### config.mk
export PLATFORM = sky130hd
export DESIGN_NAME = bk_word_sequencer
export DESIGN_NICKNAME = d
export VERILOG_FILES = /design/src/rtl/bk_pkg.sv /design/src/rtl/bk_nibble_add.sv /design/src/rtl/bk_word_sequencer.sv
export SDC_FILE = /design/constraint.sdc
export NUM_CORES = 1
export LEC_CHECK = 0
export BUFFER_PORTS_ARGS = -buffer_cell sky130_fd_sc_hd__buf_2
export CAP_MARGIN = 20
export CORE_ASPECT_RATIO = 0.8
export CORE_MARGIN = 4
export CORE_UTILIZATION = 50
export DETAILED_ROUTE_END_ITERATION = 8
export PLACE_DENSITY = 0.72
export SLEW_MARGIN = 20
export SYNTH_ARGS = -nofsm -noshare
export SYNTH_HDL_FRONTEND = slang
export SYNTH_SLANG_ARGS = --single-unit
### constraint.sdc
create_clock -name clk -period 5 [get_ports clk]
set_clock_uncertainty 0.1 [all_clocks]
set_input_delay 0.25 -clock clk [delete_from_list [all_inputs] [get_ports clk]]
set_output_delay 0.25 -clock clk [all_outputs]
set_load 0.02 [all_outputs]
### src/rtl/bk_pkg.sv
// bk_pkg: shared constants and types for the nibble-serial Brent-Kung word
// sequencer.
//   SLICE_W - width of one time-multiplexed adder slice (4 bits)
//   state_t - sequencer FSM states (IDLE, RUN, DONE)
package bk_pkg;

    localparam int unsigned SLICE_W = 4;

    typedef enum logic [1:0] {
        ST_IDLE = 2'd0,
        ST_RUN  = 2'd1,
        ST_DONE = 2'd2
    } state_t;

endpackage

### src/rtl/bk_nibble_add.sv
// bk_nibble_add: combinational 4-bit Brent-Kung prefix adder.
// Ports:
//   a, b  [3:0] in  - operand nibbles
//   cin         in  - carry into bit 0
//   sum   [3:0] out - a + b + cin, low 4 bits
//   cout        out - carry out of bit 3
module bk_nibble_add
    import bk_pkg::*;
(
    input  logic [SLICE_W-1:0] a,
    input  logic [SLICE_W-1:0] b,
    input  logic               cin,
    output logic [SLICE_W-1:0] sum,
    output logic               cout
);

    logic [SLICE_W-1:0] g;
    logic [SLICE_W-1:0] p;
    logic               g0c;   // bit-0 generate with cin folded in
    logic               g10;   // group generate [1:0]
    logic               g32;   // group generate [3:2]
    logic               p32;   // group propagate [3:2]
    logic               g20;   // group generate [2:0]
    logic               g30;   // group generate [3:0]
    logic [SLICE_W-1:0] c;

    always_comb begin
        g   = a & b;
        p   = a ^ b;
        g0c = g[0] | (p[0] & cin);
        // up-sweep
        g10 = g[1] | (p[1] & g0c);
        g32 = g[3] | (p[3] & g[2]);
        p32 = p[3] & p[2];
        g30 = g32 | (p32 & g10);
        // down-sweep fills the odd-span prefix
        g20 = g[2] | (p[2] & g10);
        c    = {g20, g10, g0c, cin};
        sum  = p ^ c;
        cout = g30;
    end

endmodule

### src/rtl/bk_word_sequencer.sv
// bk_word_sequencer: WIDTH-bit adder that ripples one nibble per cycle through
// a single shared bk_nibble_add slice.
// Optional feature: define BK_SEQ_SUB_EN to add the in_sub port (subtract as
// A + ~B + 1; out_cout=1 means no borrow).
// Ports:
//   clk, rst             - clock, asynchronous active-high reset
//   in_valid/in_ready    - operand handshake (ready only in IDLE)
//   in_a, in_b, in_cin   - operands and carry-in
//   in_sub               - subtract request (BK_SEQ_SUB_EN only)
//   out_valid/out_ready  - result handshake (valid only in DONE)
//   out_sum, out_cout    - result word and final carry
//   busy                 - high outside IDLE
module bk_word_sequencer
    import bk_pkg::*;
#(
    parameter int unsigned WIDTH = 16
) (
    input  logic             clk,
    input  logic             rst,
    input  logic             in_valid,
    output logic             in_ready,
    input  logic [WIDTH-1:0] in_a,
    input  logic [WIDTH-1:0] in_b,
    input  logic             in_cin,
`ifdef BK_SEQ_SUB_EN
    input  logic             in_sub,
`endif
    output logic             out_valid,
    input  logic             out_ready,
    output logic [WIDTH-1:0] out_sum,
    output logic             out_cout,
    output logic             busy
);

    localparam int unsigned NSLICE = WIDTH / SLICE_W;
    localparam int unsigned IDX_W  = (NSLICE > 1) ? $clog2(NSLICE) : 1;
    localparam logic [IDX_W-1:0] IDX_LAST = IDX_W'(NSLICE - 1);

    state_t             state_q, state_d;
    logic [IDX_W-1:0]   idx_q, idx_d;
    logic               carry_q, carry_d;
    logic [WIDTH-1:0]   a_q, a_d;
    logic [WIDTH-1:0]   b_q, b_d;
    logic [WIDTH-1:0]   sum_q, sum_d;
    logic               cout_q, cout_d;

    logic [SLICE_W-1:0] nib_a;
    logic [SLICE_W-1:0] nib_b;
    logic [SLICE_W-1:0] slice_sum;
    logic               slice_cout;
    logic               accept;
    logic               last_slice;

    assign accept     = (state_q == ST_IDLE) && in_valid;
    assign last_slice = (idx_q == IDX_LAST);

    // Slice operand mux: pick nibble idx of the latched operands.
    always_comb begin
        nib_a = '0;
        nib_b = '0;
        for (int unsigned i = 0; i < NSLICE; i++) begin
            if (idx_q == IDX_W'(i)) begin
                nib_a = a_q[i*SLICE_W +: SLICE_W];
                nib_b = b_q[i*SLICE_W +: SLICE_W];
            end
        end
    end

    bk_nibble_add u_slice (
        .a    (nib_a),
        .b    (nib_b),
        .cin  (carry_q),
        .sum  (slice_sum),
        .cout (slice_cout)
    );

    // State register and datapath registers.
    always_ff @(posedge clk or posedge rst) begin
        if (rst) begin
            state_q <= ST_IDLE;
            idx_q   <= '0;
            carry_q <= 1'b0;
            a_q     <= '0;
            b_q     <= '0;
            sum_q   <= '0;
            cout_q  <= 1'b0;
        end else begin
            state_q <= state_d;
            idx_q   <= idx_d;
            carry_q <= carry_d;
            a_q     <= a_d;
            b_q     <= b_d;
            sum_q   <= sum_d;
            cout_q  <= cout_d;
        end
    end

    // Next-state logic.
    always_comb begin
        state_d = state_q;
        case (state_q)
            ST_IDLE: if (in_valid)   state_d = ST_RUN;
            ST_RUN:  if (last_slice) state_d = ST_DONE;
            ST_DONE: if (out_ready)  state_d = ST_IDLE;
            default:                 state_d = ST_IDLE;
        endcase
    end

    // Datapath next values.
    always_comb begin
        idx_d   = idx_q;
        carry_d = carry_q;
        a_d     = a_q;
        b_d     = b_q;
        sum_d   = sum_q;
        cout_d  = cout_q;
        if (accept) begin
            a_d     = in_a;
            idx_d   = '0;
`ifdef BK_SEQ_SUB_EN
            b_d     = in_sub ? ~in_b : in_b;
            carry_d = in_sub ? 1'b1 : in_cin;
`else
            b_d     = in_b;
            carry_d = in_cin;
`endif
        end else if (state_q == ST_RUN) begin
            for (int unsigned i = 0; i < NSLICE; i++) begin
                if (idx_q == IDX_W'(i)) begin
                    sum_d[i*SLICE_W +: SLICE_W] = slice_sum;
                end
            end
            carry_d = slice_cout;
            if (last_slice) begin
                cout_d = slice_cout;
            end else begin
                idx_d = idx_q + IDX_W'(1);
            end
        end
    end

    // Outputs.
    always_comb begin
        in_ready  = (state_q == ST_IDLE);
        out_valid = (state_q == ST_DONE);
        busy      = (state_q != ST_IDLE);
        out_sum   = sum_q;
        out_cout  = cout_q;
    end

endmodule

# Word level (Yosys, flattened, before mapping)
# Index checks and enable logic that the tools add are counted.
# Widths: inputs -> output; s select.
[word_totals] wordCells=63 out_inout_bits=20 regBits=54 input_bits=37
[classes] muxes=17 reduce_logical=11 n_bitwise=15 n_eq_ne=9 addsub=1
[op_table] op="$mux 4" n=8
[op_table] op="$reduce_and 3->1" n=5
[op_table] op="$mux 2" n=6
[op_table] op="$xor 4x4->4" n=2
[op_table] op="$and 1x1->1" n=6
[op_table] op="$eq 2x2->1 const B" n=3
[op_table] op="$ne 2x2->1 const B" n=3
[op_table] op="$pmux 2 s3" n=1
[op_table] op="$or 1x1->1" n=5
[op_table] op="$and 4x4->4" n=1
[op_table] op="$eq 2x1->1 const B" n=2
[op_table] op="$logic_not 2->1" n=2
[op_table] op="$reduce_bool 2->1" n=2
[op_table] op="$add 2x1->2 const B" n=1
[op_table] op="$mux 1" n=2
[op_table] op="$ne 2x1->1 const B" n=1
[op_table] op="$reduce_and 2->1" n=1
[op_table] op="$logic_and 1x1->1" n=1
[op_table] op="$not 1->1" n=1

# Longest topological paths before layout
# Gate-level depths: netlist of the first run.
[depth] word_depth=14 ltp_mapped=13 ltp_nobuf=11

# Cells and area by module
# From an unflattened synthesis of the first run, not the netlist that was laid out.
[hier_totals] hier_cells=190 area_unflattened_um2=2648.8
[modules_own_cells] module="bk_word_sequencer" area_each_um2=2522.4 instances=1 seq_area_each_um2=1351.3 cells_each=176
[modules_own_cells] module="bk_nibble_add" area_each_um2=126.4 instances=1 seq_area_each_um2=0.0 cells_each=14

# Worst setup path after synthesis of the first run
# Ideal clock, no wire load.
[synth_timing] path_kind="flip-flop to flip-flop" start="reg idx_q[0]" end="reg sum_q[10] (netlist: out_sum[10])" setup_ns=0.125 required_time_ns=4.775 arrival_time_ns=2.708 n_path_buf=2 slack_ns=2.067 path_stages_with_launch=12 synth_period_minus_slack_ns=2.933 cell_sequence="dfrtp_1 > inv_1 > ha_1 > buf_2 > clkbuf_1 > a21oi_1 > a22oi_1 > fa_1 > inv_1 > fa_1 > fa_1 > mux2_2"
[synth_via] elab_chain_len=11 elab_cells_between_ends=20 cone_classes="eq/ne: 3; mux: 8; bitwise: 7; reduce/logical: 2"
[synth_rtl] element="start, declared" line_no="bk_word_sequencer.sv:40" text="logic [IDX_W-1:0] idx_q, idx_d;"
[synth_rtl] element="start signal, assigned" line_no="bk_word_sequencer.sv:89" text="idx_q <= idx_d;"
[synth_rtl] element="$logic_not 2->1" line_no="bk_word_sequencer.sv:62" text="if (idx_q == IDX_W'(i)) begin"
[synth_rtl] element="$mux 4 (4 in a row)" line_no="bk_word_sequencer.sv:62"
[synth_rtl] element="$xor 4x4->4" line_no="bk_nibble_add.sv:29" text="p = a ^ b;"
[synth_rtl] element="$and 1x1->1" line_no="bk_nibble_add.sv:30" text="g0c = g[0] | (p[0] & cin);"
[synth_rtl] element="$or 1x1->1" line_no="bk_nibble_add.sv:30"
[synth_rtl] element="$and 1x1->1" line_no="bk_nibble_add.sv:32" text="g10 = g[1] | (p[1] & g0c);"
[synth_rtl] element="$or 1x1->1" line_no="bk_nibble_add.sv:32"
[synth_rtl] element="$xor 4x4->4 (*)" line_no="bk_nibble_add.sv:39" text="sum = p ^ c;"
[synth_rtl] element="net slice_sum[2]" line_no="bk_word_sequencer.sv:49" text="logic [SLICE_W-1:0] slice_sum;"
[synth_rtl] element="end signal, assigned" line_no="bk_word_sequencer.sv:93" text="sum_q <= sum_d;"
[synth_rtl] element="end, declared" line_no="bk_word_sequencer.sv:44" text="logic [WIDTH-1:0] sum_q, sum_d;"
# Mark *: on every way through the listed nets, which the timed path passes. The rest lies on a longest branch.
# A chain may end at the register's enable or synchronous reset.

# Worst setup path in the final report of the first run
[layout_timing] start="reg idx_q[0]" end="reg sum_q[3] (netlist: out_sum[3])"
[layout_via] elab_chain_len=13 elab_cells_between_ends=22 cone_classes="eq/ne: 3; mux: 8; bitwise: 9; reduce/logical: 2"
[layout_rtl] element="$logic_not 2->1" line_no="bk_word_sequencer.sv:62, bk_word_sequencer.sv:129"
[layout_rtl] element="$mux 4 (4 in a row)" line_no="bk_word_sequencer.sv:62"
[layout_rtl] element="$xor 4x4->4" line_no="bk_nibble_add.sv:29"
[layout_rtl] element="$and 1x1->1" line_no="bk_nibble_add.sv:30"
[layout_rtl] element="$or 1x1->1" line_no="bk_nibble_add.sv:30"
[layout_rtl] element="$and 1x1->1" line_no="bk_nibble_add.sv:32"
[layout_rtl] element="$or 1x1->1" line_no="bk_nibble_add.sv:32"
[layout_rtl] element="$and 1x1->1" line_no="bk_nibble_add.sv:37" text="g20 = g[2] | (p[2] & g10);"
[layout_rtl] element="$or 1x1->1" line_no="bk_nibble_add.sv:37"
[layout_rtl] element="$xor 4x4->4" line_no="bk_nibble_add.sv:39"
# Several ways; a longest one is shown, not always the timed one.

==> run_results.csv, run 1 <==
group,metric,value,unit
run_status,status,"completed",
layout,final_instance_count_without_filler_cells,332,
die,floorplan.io_pins,57,
synthesis,synth_warn,0,
synthesis,synth_sequential_area_ratio,0.5336,
synthesis,net_count_after_synthesis,267,
pwr,ir_drop,0.3739,mV
setup_path,end_kind,"register",
setup_path,timing_worst_setup_path_type,"reg2reg",
clock_tree,ctsHoldBuffers,0,
pwr,power_per_cell_area,765.3,nW/um^2
global_routing,met3_layer_usage_reported_by_global_route,0.04253,
detailed_routing,drt_pass1_iterations,4,
layout,drive_gt1_frac,0.3676,
global_routing,number_of_antenna_violations_at_the_first_check_in_global_routing,0,
die,die_y,71.66,um
sta,final.min_clock_period,3.111,ns
clock_tree,clk_pin_slew_worst_paths,0.09,ns
global_routing,global_route_wire_length_before_repair,8418,um
synthesis,postSynthRegisterBits,54,
global_routing,grt_util_met1,0.2502,
synthesis,yosys.area.top_type,"sky130_fd_sc_hd__dfrtp_1",
synthesis,synth_cells,221,
synthesis,proportion_of_synthesized_flip_flops_having_asynchronous_set_or_reset,1.000,
sta,max_freq,321.5,MHz
synthesis,synth_top_area_frac,0.5336,
layout,synthToLayoutAreaGrowth,15.56,%
clock_tree,clock_latency,0.30,ns
setup_path,critical_path_peak_fanout,17,
synthesis,yosys-top-cells-area,"sky130_fd_sc_hd__dfrtp_1 (53%), sky130_fd_sc_hd__mux2_2 (14%), sky130_fd_sc_hd__o21ai_0 (5.1%)",
die,rows,22,
sta,fin_crit_sh,0.6222,
die,initial_utilization,0.5349,
global_routing,grt_util_met2,0.2517,
synthesis,synth.most_common_cell,"sky130_fd_sc_hd__dfrtp_1",
sta,timing.slew.headroom,0.3954,
detailed_routing,antenna_violation_net_count_after_detailed_routing,0,
synthesis,synth-edff-count,0,
setup_path,worst_setup_path_start_kind,"register",
global_routing,first_global_vias,1734,
global_routing,grt_use_total,0.1728,
placed_design,dp.cells,325,
clock_tree,post_cts_resize_count,0,
clock_tree,cts_sink_cnt,54,
detailed_routing,drt_drc_violations_left,0,
detailed_routing,routed_wire_length_per_instance,15.04,um
die,die_width,87.57,um
die,fp.dieArea,6275,um^2
global_routing,grt_max_degree,55,
setup_path,cp.arrival,3.19,ns
detailed_routing,postRouteWirelength,4994,um
sta,timing_max_transition_violations_final,0,
synthesis,leading_post_synthesis_cells_by_instance_count,"sky130_fd_sc_hd__dfrtp_1 (54), sky130_fd_sc_hd__mux2_2 (32), sky130_fd_sc_hd__nand2_1 (27)",
sta,hold_viol,0,
synthesis,syn-cell-area,2532,um^2
worst_hold_path,hold_path_class,"in2async",
detailed_routing,routed_via_density,5.316,
clock_tree,clock_tree.htree_level_count,2,
run,maxCapViolCount,0,
sta,worst-slew-pin-transition,0.9058,ns
layout,fin_util,0.6181,
pwr,power.leakage,0.001413,uW
sta,unrepaired_setup_endpoints_after_global_routing,"no",
clock_tree,cts_made_buffers,5,
clock_tree,postCtsSetupRepairBufs,0,
clock_tree,clock_root_buffer,"sky130_fd_sc_hd__clkbuf_8",
global_routing,globalRoute.totalOverflow,0,
setup_path,critical_path_required,5.08,ns
placed_design,globalplace.congestion,0.8072,
sta,final.setup.tns,0,ns
synthesis,post_synth.cell_area_avg,11.46,um^2
placed_design,place_hpwl,3713,um
layout,net_count_reported_at_finish,318,
clock_tree,cts_tree,"yes",
global_routing,grt_most_used_layer,"met2",
die,placeableCoreArea,4735,um^2
detailed_routing,detail_route.iter0.violations,100,
placed_design,portBuffers,56,
synthesis,yosys_most_used_dff,"sky130_fd_sc_hd__dfrtp_1",
detailed_routing,total_via_count_after_detailed_routing,1765,
sta,setup_violations,0,
layout,antennaDiodeCount,0,
clock_tree,clk_path_buf_depth,2,
synthesis,synth_cell_type_count,26,
[power breakdown]
part	leakage, uW	switching [uW]	internal (uW)
combinational	0.000703	622	521
sequential	0.000653	141	661
clock	0.0000573	134	160
total	0.00141	897	1340
[worst max-delay path, cell delays in order, from the launching register on]
cell,delay [ns]
sky130_fd_sc_hd__dfrtp_1,0.42
sky130_fd_sc_hd__inv_1,0.12
sky130_fd_sc_hd__ha_1,0.51
sky130_fd_sc_hd__a21oi_1,0.14
sky130_fd_sc_hd__a22oi_1,0.26
sky130_fd_sc_hd__fa_1,0.21
sky130_fd_sc_hd__inv_1,0.05
sky130_fd_sc_hd__fa_1,0.39
sky130_fd_sc_hd__fa_1,0.39
sky130_fd_sc_hd__xnor2_1,0.26
sky130_fd_sc_hd__o21ai_0,0.14
[through the flow]
step	hold slack [ns]	power [uW]	cell area [um^2]	worst slack, ns
2_1_floorplan	0.2576	1671	2532	2.067
3_3_place_gp	0.3522	1937	2813	1.963
3_5_place_dp	0.3472	1970	2813	1.862
4_1_cts	0.02555	2266	2925	1.843
5_1_grt	0.03036	2458	2927	1.545
6_report	0.005169	2240	2927	1.889
[metal layers]
metal  vias to the layer above  routed length, um
li1                        856                  -
met1                       843               2398
met2                        53               2209
met3                        13                290
met4                         0                 96
met5                         -                  0
[final cells by class]
class	instances	area, um^2
clock buffer	6	82.58
clock inverter	1	30.03
fill	414	1808
inverter	16	61.31
multi-input combinational	138	1039
sequential	54	1351
tap	60	75.07
timing repair buffer	57	287.8
[layout by cell type, fill, tap and decap left out]
cell	synthesis	layout
sky130_fd_sc_hd__buf_2	6	56
sky130_fd_sc_hd__dfrtp_1	54	54
sky130_fd_sc_hd__mux2_2	32	32
sky130_fd_sc_hd__nand2_1	27	27
sky130_fd_sc_hd__o21ai_0	26	26
sky130_fd_sc_hd__a21oi_1	17	17
sky130_fd_sc_hd__inv_1	16	15
sky130_fd_sc_hd__a22o_1	9	9
sky130_fd_sc_hd__ha_1	6	6
sky130_fd_sc_hd__clkbuf_8	0	6
sky130_fd_sc_hd__nand3b_1	3	3
sky130_fd_sc_hd__fa_1	3	3
sky130_fd_sc_hd__nand2b_1	2	2
sky130_fd_sc_hd__a22oi_1	2	2
sky130_fd_sc_hd__nor2_1	2	2
sky130_fd_sc_hd__nor3b_4	1	1
sky130_fd_sc_hd__nand3b_2	1	1
sky130_fd_sc_hd__a21o_1	1	1
sky130_fd_sc_hd__xnor2_1	1	1
sky130_fd_sc_hd__o221ai_1	1	1
sky130_fd_sc_hd__or2_2	1	1
sky130_fd_sc_hd__clkinv_2	0	1
sky130_fd_sc_hd__o21bai_1	1	1
sky130_fd_sc_hd__mux2_1	1	1
sky130_fd_sc_hd__mux2i_1	1	1
sky130_fd_sc_hd__bufinv_16	0	1
sky130_fd_sc_hd__buf_4	1	1
[logic make-up after synthesis]
family / after synthesis / synth area share
xor gates and xnor gates: 1 / 0.003459
and+or+nand+nor: 37 / 0.07115
buffers and inverters: 29 / 0.05633
AOI/OAI and AO/OA: 57 / 0.1314
adders and majority gates: 9 / 0.05336
DFF: 54 / 0.5336
muxes: 34 / 0.1507
[worst paths after layout]
kind | startpoint | end | slack, ns | cells past startpoint
max in group asynchronous | rst | out_sum[12]$_DFFE_PP0P_ | 4.26 | 2
setup / recovery | idx_q[0]$_DFFE_PP0P_ | out_sum[3]$_DFFE_PP0P_ | 1.89 | 10
setup reg to reg | idx_q[0]$_DFFE_PP0P_ | out_sum[3]$_DFFE_PP0P_ | 1.89 | 10
hold reg to reg | out_sum[12]$_DFFE_PP0P_ | out_sum[12]$_DFFE_PP0P_ | 0.38 | 2
min in group clk | out_ready | state_q[1]$_DFFE_PP0P_ | 0.03 | 2
hold / removal | rst | a_q[1]$_DFFE_PP0P_ | 0.005 | 2
[registers in the layout, summed over array words and instances (netlist names)]
name      cells
b_q          16
state_q       2
carry_q       1
out_cout      1
a_q          16
idx_q         2
out_sum      16
Power figures use the tool's default switching activity.
==> run 2: changes to the inputs <==
ABC_AREA = 1   (was unset)
clock period = 3 ns   (was 5 ns; I/O delays follow)
==> run 2 against run 1 <==
  * Hold slack improved by 0.0048 ns
  * Register-to-register slack worse by 1.7 ns
  * Non-clock buffer count is 35 higher
==> run_results.csv, run 2 <==
group,metric,value,unit
synthesis,leading_post_synthesis_cells_by_instance_count,"sky130_fd_sc_hd__nand2_1 (110), sky130_fd_sc_hd__dfrtp_1 (54), sky130_fd_sc_hd__nand3_1 (41)",
sta,final.min_clock_period,2.802,ns
global_routing,grt_use_total,0.2118,
detailed_routing,drt_pass1_iterations,4,
layout,synthToLayoutAreaGrowth,30.52,%
clock_tree,clk_pin_slew_worst_paths,0.09,ns
global_routing,globalRoute.totalOverflow,0,
setup_path,critical_path_peak_fanout,9,
pwr,power_per_cell_area,1134,nW/um^2
sta,max_freq,356.9,MHz
placed_design,place_hpwl,4299,um
setup_path,worst_setup_path_start_kind,"register",
clock_tree,clock_tree.htree_level_count,2,
global_routing,global_route_wire_length_before_repair,10370,um
synthesis,net_count_after_synthesis,359,
sta,hold_viol,0,
synthesis,post_synth.cell_area_avg,8.187,um^2
sta,unrepaired_setup_endpoints_after_global_routing,"no",
synthesis,yosys-top-cells-area,"sky130_fd_sc_hd__dfrtp_1 (53%), sky130_fd_sc_hd__nand2_1 (16%), sky130_fd_sc_hd__nand3_1 (8.0%)",
layout,mostFrequentLayoutCells,"sky130_fd_sc_hd__nand2_1 (110), sky130_fd_sc_hd__buf_2 (56), sky130_fd_sc_hd__dfrtp_1 (52), sky130_fd_sc_hd__nand3_1 (41), sky130_fd_sc_hd__dlygate4sd3_1 (32)",
synthesis,postSynthRegisterBits,54,
clock_tree,cts_sink_cnt,54,
sta,timing_max_transition_violations_final,0,
detailed_routing,detail_route.iter0.violations,110,
synthesis,synth_sequential_area_ratio,0.5273,
run_status,status,"completed",
sta,setup_ws,0.1984,ns
die,rows,23,
setup_path,cp.arrival,2.95,ns
pwr,ir_drop,0.5281,mV
pwr,p_total,3794,uW
layout,antennaDiodeCount,0,
layout,fin_util,0.6718,
sta,setup_violations,0,
die,floorplan.io_pins,57,
placed_design,portBuffers,56,
sta,worst-slew-pin-transition,0.6530,ns
die,initial_utilization,0.5147,
placed_design,globalplace.congestion,0.9417,
die,die_width,88.04,um
worst_hold_path,hold_path_class,"in2reg",
placed_design,place_ws,0.06062,ns
clock_tree,clk_path_buf_depth,2,
layout,final_design_area_no_fill,3344,um^2
setup_path,end_kind,"register",
global_routing,grt_max_degree,55,
die,fp.dieArea,6342,um^2
synthesis,syn-cell-area,2562,um^2
sta,timing.slew.headroom,0.5647,
layout,drive_gt1_frac,0.2050,
clock_tree,clock_latency,0.30,ns
synthesis,synth_warn,0,
placed_design,dpl-instance-area,2893,um^2
clock_tree,cts_tree,"yes",
sta,final.setup.tns,0,ns
detailed_routing,drt_drc_violations_left,0,
detailed_routing,antenna_violation_net_count_after_detailed_routing,0,
die,die_y,72.03,um
detailed_routing,total_via_count_after_detailed_routing,2293,
global_routing,first_global_vias,2200,
layout,final_common_cell,"sky130_fd_sc_hd__nand2_1",
global_routing,number_of_antenna_violations_at_the_first_check_in_global_routing,0,
setup_path,critical_path_required,3.15,ns
synthesis,synth_cells,313,
detailed_routing,postRouteWirelength,6347,um
pwr,power.leakage,0.001800,uW
layout,net_count_reported_at_finish,445,
detailed_routing,routed_via_density,4.963,
synthesis,synth_top_area_frac,0.5273,
clock_tree,postCtsSetupRepairBufs,0,
synthesis,synth-edff-count,0,
clock_tree,clock_root_buffer,"sky130_fd_sc_hd__clkbuf_8",
synthesis,proportion_of_synthesized_flip_flops_having_asynchronous_set_or_reset,1.000,
detailed_routing,routed_wire_length_per_instance,13.74,um
clock_tree,cts_made_buffers,5,
die,placeableCoreArea,4979,um^2
synthesis,synth.most_common_cell,"sky130_fd_sc_hd__nand2_1",
sta,fin_crit_sh,0.9339,
setup_path,timing_worst_setup_path_type,"reg2reg",
synthesis,yosys.area.top_type,"sky130_fd_sc_hd__dfrtp_1",
run,maxCapViolCount,0,
synthesis,synth_cell_type_count,20,
synthesis,yosys_most_used_dff,"sky130_fd_sc_hd__dfrtp_1",
run 2: worst paths after layout:
check | start | end | slack, ns | cells past startpoint
min in group asynchronous | rst | b_q[4]$_DFFE_PP0P_ | 0.38 | 3
min | in_a[10] | a_q[10]$_DFFE_PP0P_ | 0.01 | 3
min reg2reg | b_q[1]$_DFFE_PP0P_ | b_q[1]$_DFFE_PP0P_ | 0.38 | 2
max reg2reg | idx_q[1]$_DFFE_PP0P_ | out_sum[3]$_DFFE_PP0P_ | 0.20 | 13
max | idx_q[1]$_DFFE_PP0P_ | out_sum[3]$_DFFE_PP0P_ | 0.20 | 13
max in group asynchronous | rst | idx_q[1]$_DFFE_PP0P_ | 1.95 | 3
run 2: kinds of logic (layout without fill, tap and decap cells):
kind of cell | after synthesis | after routing | share of synthesized area
simple gates | 177 | 177 | 0.2891
flops | 54 | 54 | 0.5273
buf+inv | 38 | 125 | 0.06006
compound gates | 34 | 34 | 0.06738
fa+ha+maj | 9 | 9 | 0.05273
xor+xnor | 1 | 1 | 0.003419
run 2: routing by layer:
layer  wire, um  global-route usage  up-vias
met1       3051              0.3029     1065
li1           -                   -     1160
met5          0                   0        -
met4         59             0.05034        0
met2       2883              0.3378       61
met3        353             0.03973        7
run 2: cell type report:
class                           instances  area (um^2)
Fill cell                             412         1634
Sequential cell                        54         1354
Multi-Input combinational cell        221         1092
Timing Repair Buffer                   92        630.6
Inverter                               25        98.84
Clock buffer                            7        86.33
Tap cell                               62        77.57
Clock inverter                          1        5.005
run 2: per-stage QoR:
step,std cells,hold WS (ns)
after floorplan,313,0.1465
after global placement,422,0.2411
after detailed placement,422,0.1951
after CTS,462,0.006241
after global routing,462,0.01818
final,462,0.009966
run 2: worst max-delay path: stages (launching register included):
cell and delay, ns:
sky130_fd_sc_hd__dfrtp_2 0.47, sky130_fd_sc_hd__inv_1 0.11, sky130_fd_sc_hd__ha_2 0.30, sky130_fd_sc_hd__nand2_1 0.09
sky130_fd_sc_hd__nand3_1 0.08, sky130_fd_sc_hd__nand2_1 0.05, sky130_fd_sc_hd__nand2_1 0.08, sky130_fd_sc_hd__fa_1 0.17
sky130_fd_sc_hd__inv_1 0.05, sky130_fd_sc_hd__fa_1 0.40, sky130_fd_sc_hd__fa_1 0.43, sky130_fd_sc_hd__xor2_2 0.27
sky130_fd_sc_hd__nand3_1 0.11, sky130_fd_sc_hd__nand2_1 0.07
run 2: repair_timing:
item / CTS / global route
setup endpoints to repair: 0 / 8
hold endpoints to repair: 85 / 0
resized for setup: 0 / 9
hold buffers: 32 / 0
run 2: power by group:
| group | switching (uW) | total (uW) | internal [uW] | leakage (uW) |
|---|---|---|---|---|
| sequential | 213 | 1290 | 1080 | 0.000660 |
| combinational | 1370 | 2090 | 724 | 0.00109 |
| clock | 226 | 412 | 187 | 0.0000482 |
| total | 1810 | 3790 | 1990 | 0.00180 |
